### src/rtl/sd_fifo_pkg.sv
// Shared definitions for the SD-side FIFO reader: state encoding, block size
// default and the byte-parity ordering used by the FIFO write side.
package sd_fifo_pkg;

   localparam int DEF_MAX_BLK_WORDS = 128;

   localparam logic [2:0] ST_IDLE    = 3'd0;
   localparam logic [2:0] ST_FETCH   = 3'd1;
   localparam logic [2:0] ST_SEND    = 3'd2;
   localparam logic [2:0] ST_BLK_END = 3'd3;
   localparam logic [2:0] ST_DONE    = 3'd4;

   // Set: parity of byte[7:0] lands in dop bit 3, byte[31:24] in bit 0.
   localparam bit PAR_BYTE0_MSB = 1'b1;

endpackage

### src/rtl/sd_byte_parity.sv
// Even byte parity of a 32-bit word, packed in the same nibble order the
// FIFO write side uses for its dop lane.
module sd_byte_parity
   import sd_fifo_pkg::*;
(
   input  logic [31:0] data,
   output logic [3:0]  par
);

   for (genvar i = 0; i < 4; i++) begin : g_byte
      localparam int POS = PAR_BYTE0_MSB ? (3 - i) : i;
      assign par[POS] = ^data[8*i +: 8];
   end

endmodule

### src/rtl/sd_fifo_reader.sv
// Pops words from the AXI-to-SD FWFT FIFO and hands them one at a time to the
// SD data serializer, framed into blocks, with per-word byte-parity checking.
module sd_fifo_reader
   import sd_fifo_pkg::*;
#(
   parameter int MAX_BLK_WORDS = DEF_MAX_BLK_WORDS,
   parameter int BLK_CNT_W     = 16
) (
   input  logic                 sd_clk,
   input  logic                 rst,
   input  logic                 start_i,
   input  logic                 abort_i,
   input  logic [7:0]           blk_words_i,
   input  logic [BLK_CNT_W-1:0] blk_cnt_i,
   input  logic [31:0]          fifo_dout_i,
   input  logic [3:0]           fifo_dop_i,
   input  logic                 fifo_empty_i,
   output logic                 fifo_rd_en_o,
   output logic [31:0]          tx_data_o,
   output logic                 tx_valid_o,
   output logic                 tx_last_o,
   input  logic                 tx_ready_i,
   output logic                 busy_o,
   output logic                 done_o,
   output logic                 par_err_o
);

   localparam logic [7:0] FULL_BLK = 8'(MAX_BLK_WORDS);

   logic [2:0]           state;
   logic [2:0]           state_nxt;
   logic [7:0]           word_idx;
   logic [7:0]           blk_words;
   logic [BLK_CNT_W-1:0] blk_rem;
   logic [3:0]           par_calc;
   logic                 accept_start;
   logic                 pop;
   logic                 last_word;
   logic                 last_blk;

   sd_byte_parity u_parity (
      .data (fifo_dout_i),
      .par  (par_calc)
   );

   // Abort wins over start, so a coincident start/abort in IDLE is dropped.
   assign accept_start = (state == ST_IDLE) && start_i && !abort_i;
   assign pop          = (state == ST_FETCH) && !fifo_empty_i && !abort_i;
   assign last_word    = (word_idx == blk_words - 8'd1);
   assign last_blk     = (blk_rem <= BLK_CNT_W'(1));

   always_comb begin
      state_nxt = state;
      if (abort_i && (state != ST_IDLE)) begin
         state_nxt = ST_IDLE;
      end else begin
         case (state)
            ST_IDLE:    if (accept_start) state_nxt = (blk_cnt_i == '0) ? ST_DONE : ST_FETCH;
            ST_FETCH:   if (!fifo_empty_i) state_nxt = ST_SEND;
            ST_SEND: begin
               if (tx_ready_i) begin
                  if (!last_word)    state_nxt = ST_FETCH;
                  else if (last_blk) state_nxt = ST_DONE;
                  else               state_nxt = ST_BLK_END;
               end
            end
            ST_BLK_END: state_nxt = ST_FETCH;
            ST_DONE:    state_nxt = ST_IDLE;
            default:    state_nxt = ST_IDLE;
         endcase
      end
   end

   always_ff @(posedge sd_clk) begin
      if (rst) begin
         state     <= ST_IDLE;
         word_idx  <= '0;
         blk_words <= '0;
         blk_rem   <= '0;
         tx_data_o <= '0;
         par_err_o <= 1'b0;
      end else begin
         state <= state_nxt;
         if (accept_start) begin
            blk_words <= (blk_words_i == 8'd0) ? FULL_BLK : blk_words_i;
            blk_rem   <= blk_cnt_i;
            word_idx  <= '0;
            par_err_o <= 1'b0;
         end
         // The parity flag is informational only; the transfer never stalls on it.
         if (pop) begin
            tx_data_o <= fifo_dout_i;
            if (par_calc != fifo_dop_i) par_err_o <= 1'b1;
         end
         if ((state == ST_SEND) && tx_ready_i && !abort_i && !last_word) begin
            word_idx <= word_idx + 8'd1;
         end
         if ((state == ST_BLK_END) && !abort_i) begin
            word_idx <= '0;
            if (blk_rem != '0) blk_rem <= blk_rem - BLK_CNT_W'(1);
         end
      end
   end

   assign fifo_rd_en_o = pop;
   assign tx_valid_o   = (state == ST_SEND);
   assign tx_last_o    = (state == ST_SEND) && last_word;
   assign busy_o       = (state != ST_IDLE);
   assign done_o       = (state == ST_DONE);

endmodule
### config.mk
export PLATFORM = sky130hd
export DESIGN_NAME = sd_fifo_reader
export DESIGN_NICKNAME = d
export VERILOG_FILES = /design/src/rtl/sd_fifo_pkg.sv /design/src/rtl/sd_byte_parity.sv /design/src/rtl/sd_fifo_reader.sv
export SDC_FILE = /design/constraint.sdc
export NUM_CORES = 1
export LEC_CHECK = 0
export CORE_ASPECT_RATIO = 2
export CORE_MARGIN = 2
export CORE_UTILIZATION = 48
export DETAILED_ROUTE_END_ITERATION = 16
export HOLD_SLACK_MARGIN = 0.02
export PLACE_DENSITY = 0.82
export RECOVER_POWER = 25
export SLEW_MARGIN = 30
export SYNTH_ARGS = -nofsm -noshare
export SYNTH_HDL_FRONTEND = slang
export SYNTH_HIERARCHICAL = 1
export SYNTH_SLANG_ARGS = --single-unit
### constraint.sdc
create_clock -name sd_clk -period 2.6 [get_ports sd_clk]
set_input_delay 0.52 -clock sd_clk [delete_from_list [all_inputs] [get_ports sd_clk]]
set_output_delay 0.52 -clock sd_clk [all_outputs]
set_load 0.005 [all_outputs]
==> summary.md <==
| Metric | Value |
|---|---|
| Outcome | `completed` |
| Crit Reg-Reg Startpoint | `blk_rem[12]` |
| Final Hold Viols | `0` |
| Gate Count Post-Synth | `about 450` |
| CTS tree | `done` |
| Synth Register Bits | `roughly 70` |
| Reg clk slew, reported paths | `approximately 0.06 ns` |
| Routed Wire Length | `just under 10000 um` |
| Die X | `approximately 65 um` |
| Worst reg2reg setup slack | `roughly 0.14 ns` |
| Register area | `around 1400 um^2` |
| MaxCap Viol Count | `0` |
| P&R area growth vs syn | `43.3%` |
| Fin crit share | `0.947` |
| Largest net degree at the start of global routing | `60` |
| Inst Count DP | `638` |
| Synth Area per Inst | `just under 8 um^2` |
| Pre-CTS WS | `-0.0547 ns` |
| Crit end category | `primary output` |
| CP Max Fanout | `4` |
| R2R depth | `5` |
| Detail Placement HPWL | `between 7000 and 8000 um` |
| Vias | `between 3000 and 4000` |
| Fillers | `around 560` |
| Worst hold start | `tx_data_o[9]` |
| Routed Antenna Nets | `0` |
| Critical Path Start Type | `register` |
| FMAX | `between 0.4 and 0.5 GHz` |
| Final Max Slew Viols | `0` |
| Netlist cell types | `59` |
| Die height | `around 130 um` |
| Yosys Warn Count | `6` |
| Relative slew slack | `0.592` |
| Worst Hold Class | `reg2reg` |
| WHS | `approximately 0.45 ns` |
| Max VDD drop | `approximately 0.44 mV` |
| Post-synth EDFFs | `0` |
| Hold EP | `tx_data_o[9]` |
| Post-Syn Nets | `519` |
| Most frequent cells in the layout | `nand2_1, clkdlybuf4s50_1, dfxtp_1, a21oi_1, xnor2_1` |
| First-pass GRT wire length | `approximately 16000 um` |
| Hold path cells | `2` |
| Antenna violations before repair | `0` |
| Sink Count | `68` |
| PD cells | `around 550 nW/um^2` |
| Footprint of the multi-input gates | `about 2100 um^2` |
| CP startpoint | `blk_words[0]` |
| IO Pins | `104` |
| CTS root buffer | `clkbuf_16` |
| Final Setup Violations | `0` |
| TritonCTS Buffers | `9` |
| Gr ovfl total | `0` |
| Remaining DRCs | `0` |
| Clock Skew | `0.00545 ns` |
| Layout net count | `between 600 and 700` |
| Share of layout cells above drive strength 1 | `0.108` |
| Commonest non-fill, non-tap cell in the layout | `nand2_1` |
| Leading register cell type out of synthesis | `dfxtp_1` |
| Clock latency on the worst-skew pair | `between 0.3 and 0.4 ns` |
| Worst setup margin | `between 0.1 and 0.15 ns` |
| Wirelength per Cell | `15.0 um` |
| Minimum clock period | `2.46 ns` |
| Htree depth | `3` |
| Routed vias/inst | `~5.6` |
| CP Data Required Time | `around 2.1 ns` |
| Core footprint | `7210 um^2` |
| RSZ-0062 raised after global routing | `no` |
| Crit Path Class | `reg2out` |
| Slowest stage delay, CP | `between 0.3 and 0.4 ns` |
| CP arrival | `between 1.5 and 2 ns` |
| Drt pass-1 iters | `4` |
| 1st-iter DRT viols | `110` |
| Crit-path cells | `inv_1 > ha_4 > xor2_1 > nand2_1 > nor4b_4 > o311ai_2 > nor2_1 > buf_2` |
| Post-Syn Area | `approximately 3500 um^2` |
| FP Rows | `44` |
| Leakage Power | `1.96 nW` |
| Worst path slowest cell | `dfxtp_2` |
| PortBufs | `approximately 100` |
| Register area share after synthesis | `0.385` |
| Placer congestion estimate | `between 0.8 and 0.9` |
| Finished Layout Cells | `656` |
| Worst-Margin Slew | `a little over 0.6 ns` |
| Synth async-reset ratio | `0` |
| Diodes inserted | `0` |
| Vias in the first global route | `around 3700` |
| Reg2Reg Capture Point | `blk_rem[11]` |
| All-Layer GR Usage | `0.258` |
| Die area | `around 8100 um^2` |
| Starting Density | `0.491` |
| CTS max path bufs | `2` |
## power by group
part	switching, mW	leakage, nW	total [mW]	internal (mW)
registers	0.0362	0.552	1.12	1.08
clock network	0.461	0.135	1.13	0.668
logic	0.253	1.28	0.537	0.284
## layer usage
| metal | vias to the layer above | global-route usage | wire length (um) |
|---|---|---|---|
| met2 | 105 | 0.482 | 5520 |
| met1 | 1730 | 0.243 | 3500 |
| li1 | 1801 | - | - |
| met3 | 27 | 0.0674 | 452 |
| met5 | - | 0 | 0 |
| met4 | 0 | 0.141 | 385 |
## synth_stat cells, types with 3 or more instances
cell type / n / area [um^2]
ha_1: 4 / 50.1
a21oi_1: 59 / 295
nor4_1: 8 / 50.1
nand3_1: 11 / 55.1
or4_1: 4 / 30.0
nand3b_1: 3 / 22.5
nand4_1: 3 / 18.8
or3_1: 6 / 37.5
nor3b_1: 5 / 37.5
and2_1: 3 / 18.8
o41ai_1: 3 / 26.3
nor3_1: 7 / 35.0
o21ai_0: 3 / 15.0
clkbuf_1: 23 / 86.3
a31oi_1: 7 / 43.8
xor2_1: 11 / 96.3
o311ai_0: 4 / 35.0
xnor2_1: 32 / 280
o211ai_1: 6 / 45.0
dfxtp_1: 68 / 1360
nor2_1: 22 / 82.6
and3_1: 4 / 25.0
nand2_1: 100 / 375
inv_1: 9 / 33.8
## final cells by class
cell class                      count  share of cell area
Tap cell                           92              0.0227
Clock buffer                       10              0.0471
Multi-Input combinational cell    345               0.412
Inverter                           10             0.00740
Sequential cell                    68               0.269
Clock inverter                      6             0.00765
Timing Repair Buffer              125               0.234
## how the worst max path moves through the flow
| stage | to | slack, ns | depth (start not counted) |
|---|---|---|---|
| 2_1_floorplan | tx_last_o | 0.34 | 8 |
| 3_3_place_gp | fifo_rd_en_o | -0.03 | 6 |
| 3_5_place_dp | tx_last_o | -0.05 | 9 |
| 4_1_cts | tx_last_o | -0.0009 | 8 |
| 5_1_grt | tx_last_o | 0.004 | 8 |
| 6_report | tx_last_o | 0.14 | 8 |
## worst max-delay path: cells and delay by family (launching register included)
family,cells,cell delay [ns]
buffers and inverters,2,0.19
flip-flops,1,0.34
adder cells (fa/ha/maj),1,0.26
AO/OA/AOI/OAI,1,0.16
XOR/XNOR,1,0.15
AND/OR/NAND/NOR,3,0.50
## logic make-up after synthesis
| group | synth area share |
|---|---|
| flip-flops | 0.385 |
| AO/OA/AOI/OAI | 0.188 |
| AND/OR/NAND/NOR | 0.257 |
| buffers and inverters | 0.0410 |
| XOR/XNOR | 0.106 |
| adder cells (fa/ha/maj) | 0.0141 |
| multiplexers | 0.00884 |
## stage by stage
stage | TNS [ns] | area, um^2 | power, mW | utilization
after floorplan | 0 | 3540 | 1.43 | -
after global placement | -0.0253 | 4720 | 1.65 | 0.655
after detailed placement | -0.102 | 4720 | 1.66 | 0.655
after CTS | -0.000868 | 5040 | 2.79 | 0.699
after global routing | 0 | 5070 | 2.90 | 0.703
final | 0 | 5070 | 2.78 | 0.703
## state kept, by name (all words and copies together) (netlist names)
register / cells
blk_rem: 16
blk_words: 8
tx_data_o: 32
par_err_o: 1
word_idx: 8
state: 3
## timing repair
item,CTS,global route
setup endpoints to repair,2,2
setup buffers,1,1
hold buffers,0,0
hold endpoints to repair,0,0
pin swaps,3,5
resized for setup,9,8
cloned,0,0
Note: power is estimated with default switching activity, not from simulation.
